--- src/rtl/tune_ctrl.sv ---
// Channel tuning controller: phase-increment table, retune/settle/measure/play sequencing, level averaging.
// Optional auto-scan is built only when TUNE_SCAN_EN is defined.
module tune_ctrl #(
   parameter int unsigned SETTLE_TICKS = 32,
   parameter int unsigned MEAS_LOG2    = 8
) (
   input  logic        clk,
   input  logic        RSTb,
   input  logic        next_req,
   input  logic        prev_req,
   input  logic        sel_req,
   input  logic [2:0]  sel_chan,
   input  logic        scan_req,
   input  logic [15:0] scan_thresh,
   input  logic        cfg_we,
   input  logic [2:0]  cfg_addr,
   input  logic [39:0] cfg_data,
   input  logic [15:0] demod_in,
   input  logic        demod_tick,
   output logic [39:0] phase_inc,
   output logic [2:0]  chan,
   output logic        busy,
   output logic        mute,
   output logic [15:0] audio_out,
   output logic [15:0] level
);

   localparam int unsigned INC_W  = 40;
   localparam int unsigned ACC_W  = 24;
   localparam int unsigned SET_W  = 8;
   localparam int unsigned MCNT_W = 8;
   localparam int unsigned MEAS_N = 32'(1) << MEAS_LOG2;
   localparam logic [INC_W-1:0] RST_INC = 40'h7FCB923A2;

   typedef enum logic [1:0] {S_RETUNE, S_SETTLE, S_MEASURE, S_PLAY} state_t;

   state_t             r_state;
   logic [INC_W-1:0]   r_table [8];
   logic [INC_W-1:0]   r_phase_inc;
   logic [2:0]         r_chan;
   logic               r_busy;
   logic               r_mute;
   logic [15:0]        r_audio;
   logic [15:0]        r_level;
   logic [SET_W-1:0]   r_scnt;
   logic [MCNT_W-1:0]  r_mcnt;
   logic [ACC_W-1:0]   r_acc;

   logic [ACC_W-1:0]   w_acc_sum;
   logic [15:0]        w_level_new;
   logic               w_settle_last;
   logic               w_meas_last;
   logic               w_cfg_hit;
   logic [2:0]         w_chan_inc;
   logic [2:0]         w_chan_dec;
   logic               w_play_retune;
   logic [2:0]         w_play_chan;

   assign w_acc_sum     = r_acc + ACC_W'(demod_in);
   assign w_level_new   = 16'(w_acc_sum >> MEAS_LOG2);
   assign w_settle_last = (r_scnt == SET_W'(SETTLE_TICKS - 1));
   assign w_meas_last   = (r_mcnt == MCNT_W'(MEAS_N - 1));
   assign w_cfg_hit     = cfg_we && (cfg_addr == r_chan);
   assign w_chan_inc    = r_chan + 3'd1;
   assign w_chan_dec    = r_chan - 3'd1;

`ifdef TUNE_SCAN_EN
   logic       r_scan_active;
   logic [3:0] r_lap;
   logic [3:0] w_lap_inc;
   logic       w_scan_pass;
   logic       w_scan_start;

   assign w_lap_inc    = r_lap + 4'd1;
   assign w_scan_pass  = (w_level_new >= scan_thresh);
   assign w_scan_start = scan_req && !sel_req && !next_req && !prev_req;
`else
   logic w_unused_scan;
   assign w_unused_scan = ^{scan_req, scan_thresh};
`endif

   // Request arbitration in PLAY: sel > next > prev (> scan), then table write to the live channel.
   always_comb begin
      w_play_chan   = r_chan;
      w_play_retune = 1'b0;
      if (sel_req) begin
         w_play_chan   = sel_chan;
         w_play_retune = 1'b1;
      end else if (next_req) begin
         w_play_chan   = w_chan_inc;
         w_play_retune = 1'b1;
      end else if (prev_req) begin
         w_play_chan   = w_chan_dec;
         w_play_retune = 1'b1;
`ifdef TUNE_SCAN_EN
      end else if (scan_req) begin
         w_play_chan   = w_chan_inc;
         w_play_retune = 1'b1;
`endif
      end else if (w_cfg_hit) begin
         w_play_retune = 1'b1;
      end
   end

   // Phase-increment table, writable in every state.
   always_ff @(posedge clk or negedge RSTb) begin
      if (!RSTb) begin
         r_table[0] <= RST_INC;
         for (int i = 1; i < 8; i++) r_table[i] <= '0;
      end else if (cfg_we) begin
         r_table[cfg_addr] <= cfg_data;
      end
   end

   always_ff @(posedge clk or negedge RSTb) begin
      if (!RSTb) begin
         r_state     <= S_RETUNE;
         r_chan      <= 3'd0;
         r_busy      <= 1'b1;
         r_mute      <= 1'b1;
         r_audio     <= '0;
         r_level     <= '0;
         r_scnt      <= '0;
         r_mcnt      <= '0;
         r_acc       <= '0;
         r_phase_inc <= RST_INC;
`ifdef TUNE_SCAN_EN
         r_scan_active <= 1'b0;
         r_lap         <= '0;
`endif
      end else begin
         case (r_state)
            S_RETUNE: begin
               r_phase_inc <= w_cfg_hit ? cfg_data : r_table[r_chan];
               r_scnt      <= '0;
               r_mcnt      <= '0;
               r_acc       <= '0;
               r_state     <= S_SETTLE;
            end
            S_SETTLE: begin
               if (demod_tick) begin
                  if (w_settle_last) r_state <= S_MEASURE;
                  else               r_scnt  <= r_scnt + SET_W'(1);
               end
            end
            S_MEASURE: begin
               if (demod_tick) begin
                  r_acc  <= w_acc_sum;
                  r_mcnt <= r_mcnt + MCNT_W'(1);
                  if (w_meas_last) begin
                     r_level <= w_level_new;
                     r_state <= S_PLAY;
                     r_mute  <= 1'b0;
                     r_busy  <= 1'b0;
`ifdef TUNE_SCAN_EN
                     // A failed scan step hops to the next channel unless all 8 have been tried.
                     if (r_scan_active) begin
                        if (!w_scan_pass && (w_lap_inc != 4'd8)) begin
                           r_lap   <= w_lap_inc;
                           r_chan  <= w_chan_inc;
                           r_state <= S_RETUNE;
                           r_mute  <= 1'b1;
                           r_busy  <= 1'b1;
                        end else begin
                           r_scan_active <= 1'b0;
                        end
                     end
`endif
                  end
               end
            end
            S_PLAY: begin
               if (w_play_retune) begin
                  r_chan  <= w_play_chan;
                  r_state <= S_RETUNE;
                  r_mute  <= 1'b1;
                  r_busy  <= 1'b1;
                  r_audio <= '0;
`ifdef TUNE_SCAN_EN
                  if (w_scan_start) begin
                     r_scan_active <= 1'b1;
                     r_lap         <= '0;
                  end
`endif
               end else if (demod_tick) begin
                  r_audio <= demod_in;
               end
            end
            default: r_state <= S_RETUNE;
         endcase
      end
   end

   assign phase_inc = r_phase_inc;
   assign chan      = r_chan;
   assign busy      = r_busy;
   assign mute      = r_mute;
   assign audio_out = r_audio;
   assign level     = r_level;

endmodule

--- config.mk ---
export PLATFORM = sky130hd
export DESIGN_NAME = tune_ctrl
export DESIGN_NICKNAME = d
export VERILOG_FILES = /design/src/rtl/tune_ctrl.sv
export SDC_FILE = /design/constraint.sdc
export NUM_CORES = 1
export LEC_CHECK = 0
export ABC_AREA = 1
export CAP_MARGIN = 20
export CORE_ASPECT_RATIO = 1.2
export CORE_UTILIZATION = 50
export CTS_BUF_LIST = sky130_fd_sc_hd__clkbuf_8
export DETAILED_ROUTE_END_ITERATION = 10
export GPL_TIMING_DRIVEN = 0
export PLACE_DENSITY_LB_ADDON = 0.2
export SYNTH_ARGS = -nofsm -noshare
export SYNTH_HDL_FRONTEND = slang
export SYNTH_SLANG_ARGS = --single-unit
export TNS_END_PERCENT = 1
--- constraint.sdc ---
create_clock -name clk -period 1.9 [get_ports clk]
set_input_delay 0.19 -clock clk [delete_from_list [all_inputs] [get_ports clk]]
set_output_delay 0.19 -clock clk [all_outputs]
set_load 0.05 [all_outputs]
==> flow_metrics.env <==
export IMPL_drv_slew=0
export IMPL_register_area_um2=11000
export IMPL_grt_pass1_vias=19100
export IMPL_clkTransAtPathRegs_ps=60
export IMPL_cts_sinks=438
export IMPL_slew_headroom=0.429
export IMPL_grt_max_degree=119
export IMPL_drv_cap=0
export IMPL_ant_nets=0
export IMPL_row_count=81
export IMPL_switchingPower_mw=16.5
export IMPL_cp_arrival_ps=2510
export IMPL_cts_max_level=3
export IMPL_antenna_found_initial=0
export IMPL_r2r_end="r_acc[18]$_DFFE_PN0P_"
export IMPL_worst_setup_path_start_kind="flip-flop"
export IMPL_p_clk_frac=0.224
export IMPL_placeableCoreArea_um2=40700
export IMPL_grt_pass1_wl_um=109000
export IMPL_pwr_density_cell_nw_per_um2=1530
export IMPL_leakagePower_nw=12.0
export IMPL_antenna_cells=0
export IMPL_post_dp_cell_area_um2=22900
export IMPL_ys_ff_latch=438
export IMPL_die_h_um=225
export IMPL_power_frac_comb=0.439
export IMPL_hpwlAfterDp_um=49300
export IMPL_cts_inserted_buffers=71
export IMPL_synth_top_area_frac=0.480
export IMPL_wl_per_cell_um=21.1
export IMPL_stdcell_area_um2=25000
export IMPL_synth_distinct_cells=39
export IMPL_status="complete, but fails checks"
export IMPL_yosys_warnings=0
export IMPL_netlist_instances=2528
export IMPL_io_pins=163
export IMPL_hp_class="in -> async"
export IMPL_timing_rr_start="r_acc[0]$_DFFE_PN0P_"
export IMPL_grt_ovfl_total=0
export IMPL_cp_end_kind="flip-flop"
export IMPL_drt_pass1_iterations=6
export IMPL_multiInputGateArea_um2=8780
export IMPL_skew_ps=33.0
export IMPL_fmax_mhz=502
export IMPL_failed_checks="negative hold slack, negative setup slack"
export IMPL_critical_path_class="reg -> reg"
export IMPL_ys_top_cells_by_area="dfrtp_1, nand2_1, o21ai_0"
export IMPL_clk_path_buf_depth=3
export IMPL_drive_above_1_share=0.127
export IMPL_hold_viol=130
export IMPL_synth_nets=2638
export IMPL_fillers=3710
export IMPL_viasPerCell=5.78
export IMPL_ir_worst_vdd_mv=0.949
export IMPL_cts_root_buffer="clkbuf_8"
export IMPL_grt_usage=0.342
export IMPL_crit_fanout=3
export IMPL_mostFrequentLayoutCell="nand2_1"
export IMPL_finalCriticalPeriod_ps=1990
export IMPL_die_w_um=188
export IMPL_yosysSeqAreaShare=0.533
export IMPL_via_count=19500
export IMPL_worstPathRequired_ps=2420
export IMPL_syn_area_um2=20700
export IMPL_rsz0062_at_grt="yes"
export IMPL_fin_ws_ps=-91.4
export IMPL_clk_latency_ps=660
export IMPL_finalCritPeriodShare=1.05
export IMPL_gp_congestion=0.994
export IMPL_sequentialPowerShare=0.336
export IMPL_worstMarginPinSlew_ps=857
export IMPL_swShare=0.434
export IMPL_num_nets_final=2878
export IMPL_reg2regPathDepth=12
export IMPL_power_internal_mw=21.6
export IMPL_wirelength_um=71100
export IMPL_port_buffers=145
export IMPL_avgSynthCellArea_um2=8.18
export IMPL_yosys_area_top_type="dfrtp_1"
export IMPL_die_area_um2=42200
export IMPL_cts_tree="done"
export IMPL_initial_core_util=0.508
export IMPL_initialDrtViolationCount=1868
export IMPL_drc=0
export IMPL_hold_ws_ps=-530
export IMPL_syn_to_final_growth_pct=20.8
export IMPL_finalSetupViolations=31
export IMPL_pre_cts_slack_ps=-751
export IMPL_layout_common_cells="nand2_1, o21ai_0, dfrtp_1, nor2_1, inv_1"
export IMPL_r2r_slack_ps=-90
[flip-flops by register name, indices dropped and copies added (netlist names)]
| register | cells |
|---|---|
| phase_inc | 40 |
| audio_out | 16 |
| chan | 3 |
| r_acc | 24 |
| r_scnt | 8 |
| r_state | 2 |
| r_mcnt | 8 |
| r_table | 320 |
| mute | 1 |
| level | 16 |
[cells by family after synthesis]
| kind of cell | synth area share |
|---|---|
| AND/OR/NAND/NOR | 0.213 |
| buffers and inverters | 0.0594 |
| XOR/XNOR | 0.00466 |
| adder cells (fa/ha/maj) | 0.0152 |
| AO/OA/AOI/OAI | 0.175 |
| flip-flops | 0.533 |
[power groups by stage]
stage               sequential [mW]  combinational (mW)  clock, mW
CTS                            12.8                15.8       8.61
finish                         12.8                16.8       8.55
global placement               12.9                15.4          0
detailed placement             12.9                15.7          0
global route                   13.0                18.0       9.06
floorplan                      14.4                8.43          0
[area by class of cell]
cell class / instances / share of cell area
tap: 539 / 0.0270
inverter: 154 / 0.0244
buffer: 149 / 0.0320
timing repair buffer: 167 / 0.0648
multi-input combinational: 1787 / 0.351
clock buffer: 93 / 0.0512
sequential: 438 / 0.441
clock inverter: 38 / 0.00836
[cells in the mapped netlist]
| cell type | count |
|---|---|
| dfrtp_1 | 397 |
| o211ai_1 | 81 |
| nand2_4 | 1 |
| nor3_1 | 6 |
| o21ai_0 | 451 |
| nor3_2 | 2 |
| a31oi_1 | 9 |
| inv_2 | 5 |
| o22ai_1 | 39 |
| a22o_1 | 3 |
| nor2_2 | 2 |
| nand4_1 | 9 |
| a21oi_1 | 57 |
| inv_4 | 3 |
| nand2_2 | 1 |
| inv_1 | 146 |
| nor2_4 | 3 |
| o31ai_1 | 1 |
| and2_1 | 2 |
| nand2_1 | 707 |
| nand3b_1 | 6 |
| or2_2 | 32 |
| nor3b_1 | 1 |
| a31o_2 | 1 |
| nor2_1 | 206 |
| dfstp_2 | 41 |
| or2_0 | 2 |
| clkbuf_1 | 110 |
| o21ai_1 | 22 |
| a21oi_2 | 1 |
| xor2_1 | 8 |
| nor4_1 | 2 |
| nand3_1 | 105 |
| fa_1 | 2 |
| buf_6 | 2 |
| xnor2_1 | 3 |
| ha_1 | 22 |
| buf_2 | 28 |
| buf_4 | 9 |
[layer usage]
metal / track usage / part of all wire / up-vias / routed length (um)
met5: 0 / 0 / - / 0
met4: 0.209 / 0.062 / 0 / 4410
met3: 0.0860 / 0.089 / 239 / 6360
met2: 0.556 / 0.47 / 996 / 33500
met1: 0.411 / 0.38 / 9368 / 26900
li1: - / - / 8849 / -
[critical path, stage by stage (launching register included)]
cell and delay (ps):
dfrtp_1 400, ha_4 160, inv_2 40, fa_2 420, inv_4 90, buf_4 100, nand3_1 70, nand3b_1 210
nand2_2 110, nand2_1 70, nand2_1 60, nand3_1 80, nand2_1 60
[repair_timing]
item | CTS | global route
pin swaps | 3 | 15
setup buffers | 0 | 19
hold endpoints to repair | 81 | 94
gates resized for setup | 187 | 86
setup endpoints to repair | 175 | 237
[how the worst max path moves through the flow]
stage | startpoint | endpoint | slack, ps | depth (start not counted)
5_1_grt | r_acc[0]$_DFFE_PN0P_ | level[8]$_DFFE_PN0P_ | -160 | 13
3_5_place_dp | r_state[0]$_DFFE_PN0P_ | phase_inc[36]$_DFFE_PN0P_ | -750 | 6
6_report | r_acc[0]$_DFFE_PN0P_ | r_acc[18]$_DFFE_PN0P_ | -90 | 12
3_3_place_gp | RSTb | r_table[90]$_DFFE_PN0P_ | -18510 | 1
4_1_cts | r_state[1]$_DFFE_PN0P_ | r_mcnt[7]$_DFFE_PN0P_ | -40 | 9
2_1_floorplan | chan[0]$_DFFE_PN0P_ | phase_inc[37]$_DFFE_PN0P_ | 40 | 8
[stage by stage]
step | power (mW) | util | hold WS, ps | cells | setup TNS (ps)
finish | 38.2 | 0.613 | -530 | 3365 | -838
global route | 40.1 | 0.613 | -503 | 3365 | -5080
CTS | 37.2 | 0.603 | -402 | 3346 | -266
detailed placement | 28.6 | 0.562 | 265 | 3215 | -161040
global placement | 28.2 | 0.560 | 458 | 3212 | -7918700
floorplan | 22.8 | - | -106 | 2528 | 0
Power figures use the tool's default switching activity.
